--- config.mk ---
export PLATFORM = sky130hd
export DESIGN_NAME = uart_param
export DESIGN_NICKNAME = d
export VERILOG_FILES = /design/src/rtl/uart_pkg.sv /design/src/rtl/uart_baud_tick.sv /design/src/rtl/uart_param.sv
export SDC_FILE = /design/constraint.sdc
export NUM_CORES = 1
export LEC_CHECK = 0
export BUFFER_PORTS_ARGS = -buffer_cell sky130_fd_sc_hd__buf_2
export CAP_MARGIN = 20
export CORE_UTILIZATION = 58
export DETAILED_ROUTE_END_ITERATION = 10
export PLACE_DENSITY = 0.78
export RECOVER_POWER = 25
export SETUP_SLACK_MARGIN = 0.1
export SYNTH_ARGS = -nofsm -noshare
export SYNTH_HDL_FRONTEND = slang
export SYNTH_SLANG_ARGS = --single-unit
--- constraint.sdc ---
create_clock -name clk -period 2.22 [get_ports clk]
set_input_delay 0.222 -clock clk [delete_from_list [all_inputs] [get_ports clk]]
set_output_delay 0.222 -clock clk [all_outputs]
set_load 0.02 [all_outputs]
--- src/rtl/uart_pkg.sv ---
// uart_pkg: shared FSM state types and helpers for the parametrised UART.
// Holds tx/rx state enums, the 3-sample majority vote and oversample range check.
package uart_pkg;

  typedef enum logic [2:0] {
    TX_IDLE,
    TX_START,
    TX_DATA,
    TX_PARITY,
    TX_STOP
  } tx_state_e;

  typedef enum logic [2:0] {
    RX_IDLE,
    RX_START,
    RX_DATA,
    RX_PARITY,
    RX_STOP
  } rx_state_e;

  localparam int OS_MIN = 8;
  localparam int OS_MAX = 32;

  function automatic logic majority3(
    input logic a,
    input logic b,
    input logic c
  );
    return (a & b) | (a & c) | (b & c);
  endfunction

  function automatic bit os_valid(input int os);
    return (os >= OS_MIN) && (os <= OS_MAX) &&
           (os % 2 == 0);
  endfunction

endpackage

--- src/rtl/uart_baud_tick.sv ---
// uart_baud_tick: down-counting oversample tick divider.
// Ports: clk, rst (sync, high), load (restart count), tick (1 clk at count 0).
module uart_baud_tick #(
  parameter int CLOCK_DIVIDE = 27
) (
  input  logic clk,
  input  logic rst,
  input  logic load,
  output logic tick
);

  localparam int CW = $clog2(CLOCK_DIVIDE);
  localparam logic [CW-1:0] RELOAD =
    CW'(CLOCK_DIVIDE - 1);

  logic [CW-1:0] cnt;

  always_ff @(posedge clk) begin
    if (rst || load || (cnt == '0)) begin
      cnt <= RELOAD;
    end else begin
      cnt <= cnt - 1'b1;
    end
  end

  assign tick = (cnt == '0);

endmodule

--- src/rtl/uart_param.sv ---
// uart_param: full-duplex UART, configurable width/stop/oversample, valid/ready.
// Ports: clk, rst (sync, high), rx/tx pins, tx_valid/tx_ready/tx_data,
// rx_valid/rx_ready/rx_data, rx_frame_err, rx_par_err, rx_overrun pulses,
// is_receiving. Define UART_PARITY_EN to add a parity bit to both directions.
module uart_param
  import uart_pkg::*;
#(
  parameter int CLOCK_DIVIDE = 27,
  parameter int OVERSAMPLE   = 16,
  parameter int DATA_BITS    = 8,
  parameter int STOP_BITS    = 1,
  parameter int PARITY_ODD   = 0
) (
  input  logic                 clk,
  input  logic                 rst,
  input  logic                 rx,
  output logic                 tx,
  input  logic                 tx_valid,
  output logic                 tx_ready,
  input  logic [DATA_BITS-1:0] tx_data,
  output logic                 rx_valid,
  input  logic                 rx_ready,
  output logic [DATA_BITS-1:0] rx_data,
  output logic                 rx_frame_err,
  output logic                 rx_par_err,
  output logic                 rx_overrun,
  output logic                 is_receiving
);

  if (!os_valid(OVERSAMPLE)) begin : g_bad_os
    $error("OVERSAMPLE must be even, 8..32");
  end

  localparam int TW = $clog2(OVERSAMPLE);
  localparam int BW = $clog2(DATA_BITS);

  localparam logic [TW-1:0] T_LAST =
    TW'(OVERSAMPLE - 1);
  // tick index t counts ticks t+1 into the bit;
  // votes at OVERSAMPLE/2-1, /2, /2+1
  localparam logic [TW-1:0] T_S0 =
    TW'(OVERSAMPLE / 2 - 2);
  localparam logic [TW-1:0] T_S1 =
    TW'(OVERSAMPLE / 2 - 1);
  localparam logic [TW-1:0] T_S2 =
    TW'(OVERSAMPLE / 2);
  localparam logic [BW-1:0] B_LAST =
    BW'(DATA_BITS - 1);
  localparam logic S_LAST = 1'(STOP_BITS - 1);

`ifdef UART_PARITY_EN
  localparam logic PAR_INV = (PARITY_ODD != 0);
`endif

  // ---------------- transmitter ----------------

  tx_state_e           tx_state;
  logic [TW-1:0]       tx_tcnt;
  logic [BW-1:0]       tx_bcnt;
  logic                tx_scnt;
  logic [DATA_BITS-1:0] tx_shr;
  logic                tx_tick;
  logic                tx_load;
  logic                tx_bit_end;
  logic                tx_stop_done;
`ifdef UART_PARITY_EN
  logic                tx_par;
`endif

  uart_baud_tick #(
    .CLOCK_DIVIDE(CLOCK_DIVIDE)
  ) u_tx_tick (
    .clk (clk),
    .rst (rst),
    .load(tx_load),
    .tick(tx_tick)
  );

  assign tx_bit_end =
    tx_tick && (tx_tcnt == T_LAST);

  // ready in the last stop cycle too, so a
  // held tx_valid chains frames without a gap
  assign tx_stop_done =
    (tx_state == TX_STOP) && tx_bit_end &&
    (tx_scnt == S_LAST);

  assign tx_ready =
    (tx_state == TX_IDLE) || tx_stop_done;

  assign tx_load = tx_valid && tx_ready;

  always_ff @(posedge clk) begin
    if (rst) begin
      tx_state <= TX_IDLE;
      tx       <= 1'b1;
      tx_tcnt  <= '0;
      tx_bcnt  <= '0;
      tx_scnt  <= 1'b0;
      tx_shr   <= '0;
`ifdef UART_PARITY_EN
      tx_par   <= 1'b0;
`endif
    end else if (tx_load) begin
      tx_state <= TX_START;
      tx       <= 1'b0;
      tx_tcnt  <= '0;
      tx_shr   <= tx_data;
`ifdef UART_PARITY_EN
      tx_par   <= (^tx_data) ^ PAR_INV;
`endif
    end else if (tx_tick &&
                 (tx_state != TX_IDLE)) begin
      tx_tcnt <= tx_bit_end ? '0 :
                 tx_tcnt + 1'b1;
      if (tx_bit_end) begin
        unique case (tx_state)
          TX_START: begin
            tx       <= tx_shr[0];
            tx_bcnt  <= '0;
            tx_state <= TX_DATA;
          end
          TX_DATA: begin
            if (tx_bcnt == B_LAST) begin
`ifdef UART_PARITY_EN
              tx       <= tx_par;
              tx_state <= TX_PARITY;
`else
              tx       <= 1'b1;
              tx_scnt  <= 1'b0;
              tx_state <= TX_STOP;
`endif
            end else begin
              tx      <= tx_shr[1];
              tx_shr  <= tx_shr >> 1;
              tx_bcnt <= tx_bcnt + 1'b1;
            end
          end
          TX_PARITY: begin
            tx       <= 1'b1;
            tx_scnt  <= 1'b0;
            tx_state <= TX_STOP;
          end
          TX_STOP: begin
            if (tx_scnt == S_LAST) begin
              tx_state <= TX_IDLE;
            end else begin
              tx_scnt <= tx_scnt + 1'b1;
            end
          end
          default: tx_state <= TX_IDLE;
        endcase
      end
    end
  end

  // ---------------- receiver ----------------

  logic                 rx_s1;
  logic                 rx_s2;
  rx_state_e            rx_state;
  logic [TW-1:0]        rx_tcnt;
  logic [BW-1:0]        rx_bcnt;
  logic [DATA_BITS-1:0] rx_shr;
  logic                 rx_smp0;
  logic                 rx_smp1;
  logic                 rx_tick;
  logic                 rx_load;
  logic                 rx_maj;
  logic                 par_bad;
`ifdef UART_PARITY_EN
  logic                 rx_pbad;
  assign par_bad = rx_pbad;
`else
  assign par_bad = 1'b0;
`endif

  always_ff @(posedge clk) begin
    if (rst) begin
      rx_s1 <= 1'b1;
      rx_s2 <= 1'b1;
    end else begin
      rx_s1 <= rx;
      rx_s2 <= rx_s1;
    end
  end

  uart_baud_tick #(
    .CLOCK_DIVIDE(CLOCK_DIVIDE)
  ) u_rx_tick (
    .clk (clk),
    .rst (rst),
    .load(rx_load),
    .tick(rx_tick)
  );

  assign rx_load =
    (rx_state == RX_IDLE) && !rx_s2;

  assign rx_maj =
    majority3(rx_smp0, rx_smp1, rx_s2);

  assign is_receiving = (rx_state != RX_IDLE);

  always_ff @(posedge clk) begin
    if (rst) begin
      rx_state     <= RX_IDLE;
      rx_tcnt      <= '0;
      rx_bcnt      <= '0;
      rx_shr       <= '0;
      rx_smp0      <= 1'b1;
      rx_smp1      <= 1'b1;
      rx_valid     <= 1'b0;
      rx_data      <= '0;
      rx_frame_err <= 1'b0;
      rx_par_err   <= 1'b0;
      rx_overrun   <= 1'b0;
`ifdef UART_PARITY_EN
      rx_pbad      <= 1'b0;
`endif
    end else begin
      rx_frame_err <= 1'b0;
      rx_par_err   <= 1'b0;
      rx_overrun   <= 1'b0;
      if (rx_valid && rx_ready) begin
        rx_valid <= 1'b0;
      end
      if (rx_load) begin
        rx_state <= RX_START;
        rx_tcnt  <= '0;
      end else if (rx_tick &&
                   (rx_state != RX_IDLE)) begin
        rx_tcnt <= (rx_tcnt == T_LAST) ? '0 :
                   rx_tcnt + 1'b1;
        if (rx_tcnt == T_S0) rx_smp0 <= rx_s2;
        if (rx_tcnt == T_S1) rx_smp1 <= rx_s2;
        unique case (rx_state)
          RX_START: begin
            // start bit must still be low at
            // mid-bit; advance only at bit end
            if ((rx_tcnt == T_S1) && rx_s2) begin
              rx_state <= RX_IDLE;
            end else if (rx_tcnt == T_LAST) begin
              rx_bcnt  <= '0;
              rx_state <= RX_DATA;
            end
          end
          RX_DATA: begin
            if (rx_tcnt == T_S2) begin
              rx_shr <= {rx_maj,
                         rx_shr[DATA_BITS-1:1]};
              if (rx_bcnt == B_LAST) begin
`ifdef UART_PARITY_EN
                rx_state <= RX_PARITY;
`else
                rx_state <= RX_STOP;
`endif
              end else begin
                rx_bcnt <= rx_bcnt + 1'b1;
              end
            end
          end
          RX_PARITY: begin
            if (rx_tcnt == T_S2) begin
`ifdef UART_PARITY_EN
              rx_pbad <= rx_maj ^ (^rx_shr) ^
                         PAR_INV;
`endif
              rx_state <= RX_STOP;
            end
          end
          RX_STOP: begin
            // leave at mid-stop so a following
            // start edge is never missed
            if (rx_tcnt == T_S2) begin
              rx_state     <= RX_IDLE;
              rx_frame_err <= !rx_maj;
              rx_par_err   <= par_bad;
              if (rx_maj && !par_bad) begin
                if (!rx_valid || rx_ready) begin
                  rx_data  <= rx_shr;
                  rx_valid <= 1'b1;
                end else begin
                  rx_overrun <= 1'b1;
                end
              end
            end
          end
          default: rx_state <= RX_IDLE;
        endcase
      end
    end
  end

endmodule

== After elaboration in Yosys (flattened, before gate mapping) ==
Index checks and enable logic that the tools add are counted.

* Register bits: 63
* Bits in latches: 0
* Bits in writable memories: 0
* Memory bits (read-only): 0
* Bits of input ports: 13
* Output and inout bits: 15
* Logic and storage cells: 169
* Memories kept: 0

* Add/subtract/negate cells: 7
* Multipliers: 0
* Divide/modulo/power cells: 0
* Order comparisons: 0
* Equal/unequal tests: 34
* Shift operators: 0
* Multiplexer cells: 45
* Bitwise logic cells: 12
* Reductions and logical operators: 49

{| class="wikitable"
|+ Operator list
! cell !! number
|-
| $mux W8 || 5
|-
| $mux W3 || 13
|-
| $pmux W3 S4 || 2
|-
| $ne A2 B2 Y1 const B || 10
|-
| $mux W1 || 19
|-
| $ne A3 B2 Y1 const B || 6
|-
| $reduce_and A6 Y1 || 3
|-
| $reduce_and A4 Y1 || 4
|-
| $eq A3 B2 Y1 const B || 4
|-
| $eq A3 B3 Y1 const B || 4
|-
| $eq A4 B4 Y1 const B || 3
|-
| $pmux W3 S2 || 2
|-
| $reduce_bool A2 Y1 || 6
|-
| $logic_not A5 Y1 || 2
|-
| $reduce_and A5 Y1 || 2
|-
| $sub A5 B1 Y5 const B || 2
|-
| $logic_and A1 B1 Y1 || 9
|-
| $reduce_and A3 Y1 || 3
|-
| $reduce_bool A3 Y1 || 3
|-
| $add A4 B1 Y4 const B || 2
|-
| $eq A4 B3 Y1 const B || 2
|-
| $mux W4 || 2
|-
| $not A1 Y1 || 7
|-
| $reduce_and A7 Y1 || 1
|-
| other kinds (16) || 31
|}

== Longest topological paths before layout ==
Gate-level depths: netlist of run 1.

* Depth after elaboration: 8
* Mapped depth: 8
* Gate-level depth less buffers: 6

== By module ==
A second synthesis of run 1 with hierarchy kept.

* Cell total of the unflattened synthesis: 311
* Area total of the unflattened synthesis: 2856.5 µm²

{| class="wikitable"
|+ Modules (own cells, without submodules)
! module !! times used !! cells an instance !! area each (µm²) !! sequential area each (µm²)
|-
| uart_param || 1 || 267 || 2423.6 || 1041.0
|-
| uart_baud_tick || 2 || 22 || 216.5 || 100.1
|}

== Least setup slack after synthesis of run 1 ==
No wires, ideal clock.

* Path kind: reg-to-output
* Start point: register tx_tcnt[0]
* End point: output tx_ready
* Arrival time: 1.701 ns
* Setup slack: 0.297 ns
* Cell stages (with the launch flop): 7
* Path buffers: 2
* Path through: dfxtp_1 -> ha_1 -> and3_1 -> clkbuf_1 -> a21oi_1 -> clkbuf_1 -> nor3_1

* Longest elaborated chain between the ends: 5

{| class="wikitable"
|+ Ends and longest elaborated chain
! what !! RTL line !! text
|-
| from (decl) || uart_param.sv:58 || <nowiki>logic [TW-1:0] tx_tcnt;</nowiki>
|-
| from (signal assigned) || uart_param.sv:114 || <nowiki>tx_tcnt <= tx_bit_end ? '0 :</nowiki>
|-
| $eq A4 B4 Y1 || uart_param.sv:80 || <nowiki>tx_tick && (tx_tcnt == T_LAST);</nowiki>
|-
| $logic_and A1 B1 Y1 || uart_param.sv:80 ||
|-
| $logic_and A1 B1 Y1 (2 in a row) || uart_param.sv:85 || <nowiki>(tx_state == TX_STOP) && tx_bit_end &&</nowiki>
|-
| $logic_or A1 B1 Y1 || uart_param.sv:89 || <nowiki>(tx_state == TX_IDLE) || tx_stop_done;</nowiki>
|-
| to (decl) || uart_param.sv:19 || <nowiki>output logic tx_ready,</nowiki>
|}

Every way passes these cells.

== Final worst setup path of run 1 ==
* Start point: register tx_bcnt[0]
* End point: register tx_shr[7]

* Longest elaborated chain between the ends: 3

{| class="wikitable"
|+ Ends and longest elaborated chain
! what !! RTL line !! text
|-
| from (decl) || uart_param.sv:59 || <nowiki>logic [BW-1:0] tx_bcnt;</nowiki>
|-
| from (signal assigned) || uart_param.sv:136 || <nowiki>tx_bcnt <= tx_bcnt + 1'b1;</nowiki>
|-
| $eq A3 B3 Y1 || uart_param.sv:124 || <nowiki>if (tx_bcnt == B_LAST) begin</nowiki>
|-
| $ne A2 B1 Y1 (no source line) || -- ||
|-
| $reduce_and A4 Y1 (no source line) || -- ||
|-
| to (signal assigned) || uart_param.sv:108 || <nowiki>tx_shr <= tx_data;</nowiki>
|-
| to (signal assigned) || uart_param.sv:135 || <nowiki>tx_shr <= tx_shr >> 1;</nowiki>
|-
| to (decl) || uart_param.sv:61 || <nowiki>logic [DATA_BITS-1:0] tx_shr;</nowiki>
|}

Every way passes these cells.
A chain may end at the register's enable or synchronous reset.

==> results of run 1 <==
[stage by stage]
| stage | setup slack (ns) | TNS [ns] | hold slack, ns |
|---|---|---|---|
| 5_1_grt | -0.00540 | -0.00920 | 0.0504 |
| 3_3_place_gp | 0.358 | 0 | 0.392 |
| 4_1_cts | 0.116 | 0 | 0.0530 |
| 6_report | 0.146 | 0 | 0.0661 |
| 2_1_floorplan | 0.297 | 0 | 0.326 |
| 3_5_place_dp | 0.300 | 0 | 0.393 |
[where the power goes]
group / total, mW / switching (mW) / internal (mW)
sequential: 1.18 / 0.0319 / 1.15
clock: 0.991 / 0.469 / 0.522
combinational: 0.155 / 0.0891 / 0.0655
total: 2.32 / 0.590 / 1.73
[state kept, by name, summed over array words and instances (netlist names)]
name	cells
tx	1
tx_tcnt	4
u_tx_tick.cnt	5
rx_smp1	1
rx_state	3
tx_bcnt	3
rx_overrun	1
rx_data	8
rx_valid	1
u_rx_tick.cnt	5
rx_frame_err	1
rx_shr	8
rx_bcnt	3
tx_shr	8
rx_tcnt	4
tx_state	3
rx_s1	1
rx_smp0	1
rx_s2	1
[final timing paths]
check | startpoint | end
setup / recovery | tx_bcnt[0] | tx_shr[7]
hold / removal | rx | rx_s1
setup reg to reg | tx_bcnt[0] | tx_shr[7]
hold reg to reg | rx_s1 | rx_s2
[cell families (layout without fill, tap and decap cells)]
kind of cell               after synthesis  after routing
and+or+nand+nor                        116            116
AOI/OAI and AO/OA                       78             78
DFF                                     62             62
buffers and inverters                   34             62
muxes                                   20             20
adders and majority gates               13             13
xor gates and xnor gates                 7              7
other                                    1              1
[cells in the mapped netlist (all sizes together), types with 7 or more instances]
master,n,share of area (%)
a21oi,31,5.3
buf,7,1.3
clkbuf,15,1.9
dfxtp,62,42
ha,12,5.1
inv,12,1.5
mux2i,20,6.8
nand2,21,2.7
nand3,13,2.4
nor2,28,3.6
nor3,17,2.9
o21ai,16,2.7
o31ai,7,1.8
[layout make-up]
cell class              instances  area, um^2  area share, %
flip-flops and latches         62        1240           37.4
repair buffers                 34         173           5.21
multi-input cells             235        1580           47.5
well taps                      67        83.8           2.53
clock buffers                   9         124           3.74
inverters                      12        45.0           1.36
clock inverters                 7        73.8           2.23
[worst max-delay path, cell delays in order (launching register included)]
cell,delay (ns)
sky130_fd_sc_hd__dfxtp_1,0.33
sky130_fd_sc_hd__ha_1,0.20
sky130_fd_sc_hd__ha_1,0.24
sky130_fd_sc_hd__nor4b_1,0.36
sky130_fd_sc_hd__nand3_1,0.41
sky130_fd_sc_hd__o211a_1,0.27
sky130_fd_sc_hd__o21a_1,0.16
[what timing repair did]
action	4_1_cts	5_1_grt
setup endpoints to repair	0	1
gates resized for setup	0	3
buffers inserted	0	3
[routing by layer]
metal	share of wire [%]	global-route usage, %	up-vias
met5	0	0	-
met2	44	35.9	55
li1	-	-	1244
met4	1.1	10.3	0
met3	4.3	5.49	7
met1	50	30.9	1108
==> impl.org, run 1 <==
** Outcome
- The flow ran to the end, but the final reports show violations.
- Violated checks :: capacitance limit, slew limit

** Synthesis
- Summing the areas of all xor and xnor instances in the mapped netlist gives 2.08% of the synthesized area.
- The synthesized netlist devotes 17.0% of its cell area to compound gates.
- Dominant combinational cell family by area after synthesis :: simple AND/OR/NAND/NOR gates
- Sequential cells were found to cover 42.1% of the synthesized design area.
- Proportion of synthesized area in mux cells :: 6.79%
- Counting flops with an async set or reset pin after synthesis yields a share of 0%.
- In this run the mean area of a mapped cell was 8.91 um^2.
- For this run, the leading register cell type out of synthesis is sky130_fd_sc_hd__dfxtp_1.
- The synthesized netlist devotes 21.8% of its cell area to simple gates.
- Post-Synthesis Cells :: 331
- The number of nets in the synthesized netlist is 356.
- Synthesized cell area :: 0.00295 mm^2
- In this run, synthesis inferred 0 flip-flops with an integrated enable.
- Yosys mapped the design onto 55 distinct sky130hd cell types.
- Synthesis warning total :: 0
- After synthesis the netlist holds a flip-flop and latch count of 62.
- Adder-cell area share of the yosys netlist :: 5.43%

** Clock tree
- TritonCTS built the clock tree.
- The tree is rooted in a sky130_fd_sc_hd__clkbuf_8.
- Total of hold buffers inserted after clock tree synthesis :: 0
- The H-tree was split into 3 levels.
- Buffer depth of the longest clock path :: 2
- CTS Buf Count :: 9
- Clock-pin slew reported for the worst setup and hold paths after clock tree synthesis :: 0.07 ns
- The tree built by TritonCTS fans out to 62 sinks.
- The clock reaches the later pin of the worst-skew pair after 0.34 ns.

** Place
- Hpwl dp :: 3.80 mm
- Dpl cells :: 407
- During placement, the flow inserted port buffers numbering 26.
- The congestion estimate from routability-driven global placement came to 0.800.
- Area after detailed placement :: 0.00311 mm^2

** Route
- Average routed wire per standard cell :: 13.5 um
- Detailed Route WL :: 5.75 mm
- The pre-antenna-repair detailed-routing pass consisted of 4 iterations.
- In the routed design, unresolved DRC markers number 0.
- The routed layout has 2414 vias.
- Drt first-iter violations :: 164
- Vias/cell :: 5.67
- The count of nets left with antenna violations once routing finished came out at 0.

** Global route
- Initial antenna violation count :: 0
- In the global route stage, overall resource usage came out at 23.2%.
- Entering global routing, the biggest net connects 35 pins.
- Summed over all layers, the global routing overflow is 0.
- The first global-routing pass estimated 9.62 mm of wire.
- Vias in the first global route :: 2179

** Min path
- The worst hold path was traced through 2 stages.
- Hold crit path type :: in2reg

** Worst setup path
- For the worst flop-to-flop path, the logic depth is 6.
- Reg-to-reg slack, setup :: 0.15 ns
- Data required time at the worst endpoint :: 2.45 ns
- CP endpoint kind :: register
- Data arrival, critical path :: 2.30 ns
- The worst setup path is of the reg2reg kind.
- Largest fanout on the critical path :: 8
- STA classifies the critical path startpoint as a register.

** Floorplanning
- Die area :: 0.00538 mm^2
- Once the floorplan was initialized, standard cells occupied 61.2% of the core.
- Die Span Y :: 73.3 um
- The initialized floorplan defines 25 standard-cell rows.
- Std-Cell Core Area :: 0.00482 mm^2
- Boundary pin count :: 28
- Measured along the x axis, the die boundary spans 73.3 um.

** Power
- For this design the static power due to leakage is 1.35 nW.
- Ratio of total power to cell area :: 701 mW/mm^2
- Across the VDD grid, the largest voltage drop is 512 uV.
- Overall power consumption after layout is estimated at 2.32 mW.

** STA
- The number of hold violations in the final report was 0.
- On the final layout, the worst clock skew is 0.00934 ns.
- Final-report setup violation count :: 0
- Time the worst path needs with I/O delays and setup :: 2.07 ns
- The number of slew-limit violations in the final report came to 35.
- Top achievable clock speed :: 482 MHz
- Setup repair after global routing could not meet its margin everywhere.
- The worst pin sits at a relative slew slack of -0.442%.
- For the pin with the worst max-slew slack, the measured transition is 1.51 ns.
- The final critical path takes up 93.4% of the cycle.

** Flow run
- Max-cap violations in this run came to 1.

** Cells and area
- Proportion of layout cells with a drive suffix above 1 :: 13.1%
- Commonest cells after routing, fill and taps aside :: sky130_fd_sc_hd__dfxtp_1, sky130_fd_sc_hd__a21oi_1, sky130_fd_sc_hd__nor2_1, sky130_fd_sc_hd__nand2_1, sky130_fd_sc_hd__mux2i_1
- ANT cells :: 0
- Final Net Count :: 379
- Non-filler cells, final :: 426
- The layout has 392 filler cells.
- Synth-to-layout area growth :: 12.4%
- For this run, the share of the core covered by cells in the final layout is 68.8%.
- Most common library cell in the layout ignoring fill and taps :: sky130_fd_sc_hd__dfxtp_1
- Final Instance Area :: 0.00332 mm^2
Note: power is estimated with default switching activity, not from simulation.
==> run 2: changes to the inputs <==
--- a/config.mk
+++ b/config.mk
@@ -8,7 +8,7 @@
 export BUFFER_PORTS_ARGS = -buffer_cell sky130_fd_sc_hd__buf_2
 export CAP_MARGIN = 20
-export CORE_UTILIZATION = 58
+export CORE_UTILIZATION = 53
 export DETAILED_ROUTE_END_ITERATION = 10
-export PLACE_DENSITY = 0.78
+export PLACE_DENSITY = 0.75
 export RECOVER_POWER = 25
 export SETUP_SLACK_MARGIN = 0.1
==> constraint.sdc (replaced) <==
create_clock -name clk -period 1.9 [get_ports clk]
set_input_delay 0 -clock clk [delete_from_list [all_inputs] [get_ports clk]]
set_output_delay 0 -clock clk [all_outputs]
set_load 0.02 [all_outputs]
==> impl.org, run 2 (synthesis gave the netlist of run 1 again) <==
** Place
- Hpwl dp :: 4.05 mm (was 3.80 mm)
- Final estimated routing congestion in global placement :: 0.805 (was 0.800)
- The total of buffers placed on input and output ports is 26 (unchanged).

** Floorplanning
- Die Span Y :: 76.6 um (was 73.3 um)
- Die area :: 0.00587 mm^2 (was 0.00538 mm^2)
- The width of the chip is 76.6 um (was 73.3 um).
- The starting density of the core came to 56.3% (was 61.2%).
- The count of standard-cell rows was 26 (was 25).
- Std-Cell Core Area :: 0.00524 mm^2 (was 0.00482 mm^2)
- Boundary pin count :: 28 (unchanged)

** Power
- The internal power was 2.02 mW (was 1.73 mW).
- Proportion of power drawn by combinational gates :: 8.8% (was 6.7%)
- The proportion of total power due to net switching came to 24.3% (was 25.4%).
- The worst ir drop on vdd came to 644 uV (was 512 uV).
- The leakage power is 1.53 nW (was 1.35 nW).
- The part of the total power dissipated in the clock network was 39.4% (was 42.6%).
- The reported net switching power was 649 uW (was 590 uW).
- Ratio of total power to cell area :: 706 mW/mm^2 (was 701 mW/mm^2)
- Sum of internal, switching and leakage power :: 2.67 mW (was 2.32 mW)
- The sequential cell fraction of total power is 51.8% (was 50.7%).

** Min path
- The class of the worst hold path is in2reg (unchanged).
- Worst Hold Depth :: 4 (was 2)
- Hold Startpoint :: rst (was rx)

** Clock tree
- Clock-pin slew reported for the worst setup and hold paths after clock tree synthesis :: 0.06 ns (was 0.07 ns)
- The maximum number of buffers from clock root to sink was 2 (unchanged).
- The library cell used as clock root buffer is sky130_fd_sc_hd__clkbuf_8 (unchanged).
- Clk sinks :: 62 (unchanged)
- The number of CTS-inserted buffers came to 9 (unchanged).
- Depth of the CTS H-tree :: 3 (unchanged)
- The later-pin clock latency in the skew report is 0.34 ns (about the same).
- The CTS tree is built (unchanged).

** STA
- Final-report setup violation count :: 0 (unchanged)
- The summed negative setup slack over all endpoints came to 0 ns (unchanged).
- Normalized max-slew margin :: 49.7% (was -0.442%)
- Unrepaired setup endpoints after global routing :: yes (unchanged)
- The worst clock skew on the final layout was 0.00484 ns (was 0.00934 ns).
- For this run, the top clock speed supported by timing is 550 MHz.
- Max-slew violation total from the final report :: 0 (was 35)
- The worst path uses 95.7% of the clock period.
- The worst hold-check slack came to 0.0731 ns (was 0.0661 ns).
- After layout, the minimum clock period comes to 1.82 ns.
- Pin slew with the least headroom to its limit :: 0.749 ns (was 1.51 ns)
- The number of hold violations in the final report came to 0 (unchanged).

** Worst setup path
- The worst reg-to-reg setup slack came to 0.11 ns (was 0.15 ns).
- Crit path from :: tx_tcnt[0] (was tx_bcnt[0])
- The length in cells of the worst reg-to-reg path was 4 (was 6).
- The data required time at the worst endpoint came to 1.90 ns (was 2.45 ns).
- Worst setup SP type :: register (unchanged)
- The largest driver fanout on the critical path came to 11 (was 8).
- R2r endpoint :: rx_bcnt[0] (was tx_shr[7])
- The beginning of the worst register-to-register path is rx_state[2] (was tx_bcnt[0]).
- Data arrival, critical path :: 1.82 ns (was 2.30 ns)
- End point of the critical path :: tx_ready (was tx_shr[7])
- CP endpoint kind :: output port (was register)
- Critical path start-end classification :: reg2out (was reg2reg)

** Route
- The post-detailed-route wirelength per cell came to 14.3 um (was 13.5 um).
- Vias/cell :: 5.69 (was 5.67)
- The number of DRC violations after detailed-routing iteration 0 was 152 (was 164).
- The total detailed-routing wirelength came to 6.59 mm (was 5.75 mm).
- Remaining design rule violation count :: 0 (unchanged)
- The number of detailed-routing iterations run before antenna repair was 4 (unchanged).
- The via count of the routed design came to 2616 (was 2414).
- The count of nets left with antenna violations after detail routing was 0 (unchanged).

** Global route
- The initial antenna violation count is 0 (unchanged).
- GRT Resource Usage Total :: 22.3% (was 23.2%)
- The remaining global-route overflow came to 0 (unchanged).
- The number of global-route vias before repair came to 2474 (was 2179).
- The maximum number of pins on one net before global-route repair is 35 (unchanged).
- The first-pass GRT wire length is 10.5 mm (was 9.62 mm).

** Cells and area
- ANT cells :: 0 (unchanged)
- Most common library cell in the layout ignoring fill and taps :: sky130_fd_sc_hd__dfxtp_1 (unchanged)
- Final Net Count :: 410 (was 379)
- The filler cell count in the final layout came to 398 (was 392).
- Largest registers ranked by flip-flop count :: rx_data x8, rx_shr x8, tx_shr x8 (unchanged)
- The final core utilization is 72.1% (was 68.8%).
- The ratio of cells with drive above 1 in the final layout came to 27.7% (was 13.1%).
- Synth-to-layout area growth :: 28.0% (was 12.4%)
- Commonest cells after routing, fill and taps aside: sky130_fd_sc_hd__dfxtp_1, sky130_fd_sc_hd__a21oi_1, sky130_fd_sc_hd__buf_4, sky130_fd_sc_hd__nor2_1 (was sky130_fd_sc_hd__dfxtp_1, sky130_fd_sc_hd__a21oi_1, sky130_fd_sc_hd__nor2_1, sky130_fd_sc_hd__nand2_1, sky130_fd_sc_hd__mux2i_1).

** Flow run
- Number of maximum-capacitance violations :: 0 (was 1)

** Outcome
- Outcome :: completed (was complete, but fails checks)
==> run 2: changes by cell type in the layout (fill, tap and decap cells not counted), moves of 3 or more <==
cell                            previous run  this run
sky130_fd_sc_hd__inv_2                     0         6
sky130_fd_sc_hd__nor3_1                   17        14
sky130_fd_sc_hd__inv_1                    12         6
sky130_fd_sc_hd__ha_4                      0         4
sky130_fd_sc_hd__clkbuf_8                  9        12
sky130_fd_sc_hd__buf_4                     8        28
sky130_fd_sc_hd__dfxtp_1                  62        53
sky130_fd_sc_hd__o21ai_1                   0         4
sky130_fd_sc_hd__dfxtp_2                   0         7
sky130_fd_sc_hd__o21ai_0                  16        12
sky130_fd_sc_hd__ha_1                     12         8
sky130_fd_sc_hd__a21oi_2                   0         3
sky130_fd_sc_hd__dlygate4sd3_1             0         9
==> run 2: timing repair <==
| item | CTS | global route |
|---|---|---|
| pin swaps | 3 | 13 |
| endpoints found under the setup margin | 21 | 38 |
| setup buffers | 5 | 8 |
| hold buffers | 9 | 0 |
| endpoints found under the hold margin | 11 | 0 |
| gates resized for setup | 10 | 52 |
==> run 2: metrics by stage <==
step	std cells	setup WS (ns)	area, um^2
6_report	460	0.0818	3780
5_1_grt	460	-0.0194	3780
4_1_cts	452	0.0474	3560
3_5_place_dp	422	0.0293	3200
3_3_place_gp	422	0.0977	3200
2_1_floorplan	331	0.113	2950
==> run 2: cell type report <==
| class | instances | area, um^2 | share of cell area, % |
|---|---|---|---|
| multi-input combinational | 235 | 1770 | 46.9 |
| tap | 70 | 87.6 | 2.32 |
| inverter | 12 | 45.0 | 1.19 |
| clock inverter | 4 | 20.0 | 0.530 |
| sequential | 62 | 1260 | 33.3 |
| clock buffer | 12 | 165 | 4.37 |
| timing repair buffer | 65 | 430 | 11.4 |
==> run 2: worst min path at each step <==
| stage | to | slack (ns) |
|---|---|---|
| after floorplan | rx_s1 | 0.10 |
| after global placement | rx_s1 | 0.19 |
| after detailed placement | rx_s1 | 0.19 |
| after CTS | rx_smp0 | 0.06 |
| after global routing | rx_smp0 | 0.06 |
| final | rx_smp0 | 0.07 |
==> run 2: worst max-delay path, stage by stage, from the launching register on <==
cell and delay, ns:
sky130_fd_sc_hd__dfxtp_2 0.34, sky130_fd_sc_hd__ha_1 0.21, sky130_fd_sc_hd__and3_4 0.23, sky130_fd_sc_hd__a21oi_2 0.23
sky130_fd_sc_hd__buf_4 0.23, sky130_fd_sc_hd__nor3_2 0.06, sky130_fd_sc_hd__buf_4 0.17
==> run 2: per-layer routing <==
layer	up-vias	wire length [um]	share of wire (%)	global-route usage, %
li1	1302	-	-	-
met1	1242	3010	46	26.1
met2	64	3210	49	37.7
met3	8	290	4.4	8.02
met4	0	78	1.2	6.92
met5	-	0	0	0
==> run 2: power by group through the flow <==
stage | registers (mW) | clock network (mW) | logic (mW)
2_1_floorplan | 1.39 | 0 | 0.143
3_3_place_gp | 1.40 | 0 | 0.184
3_5_place_dp | 1.41 | 0 | 0.189
4_1_cts | 1.38 | 1.07 | 0.209
5_1_grt | 1.39 | 1.14 | 0.262
6_report | 1.38 | 1.05 | 0.236
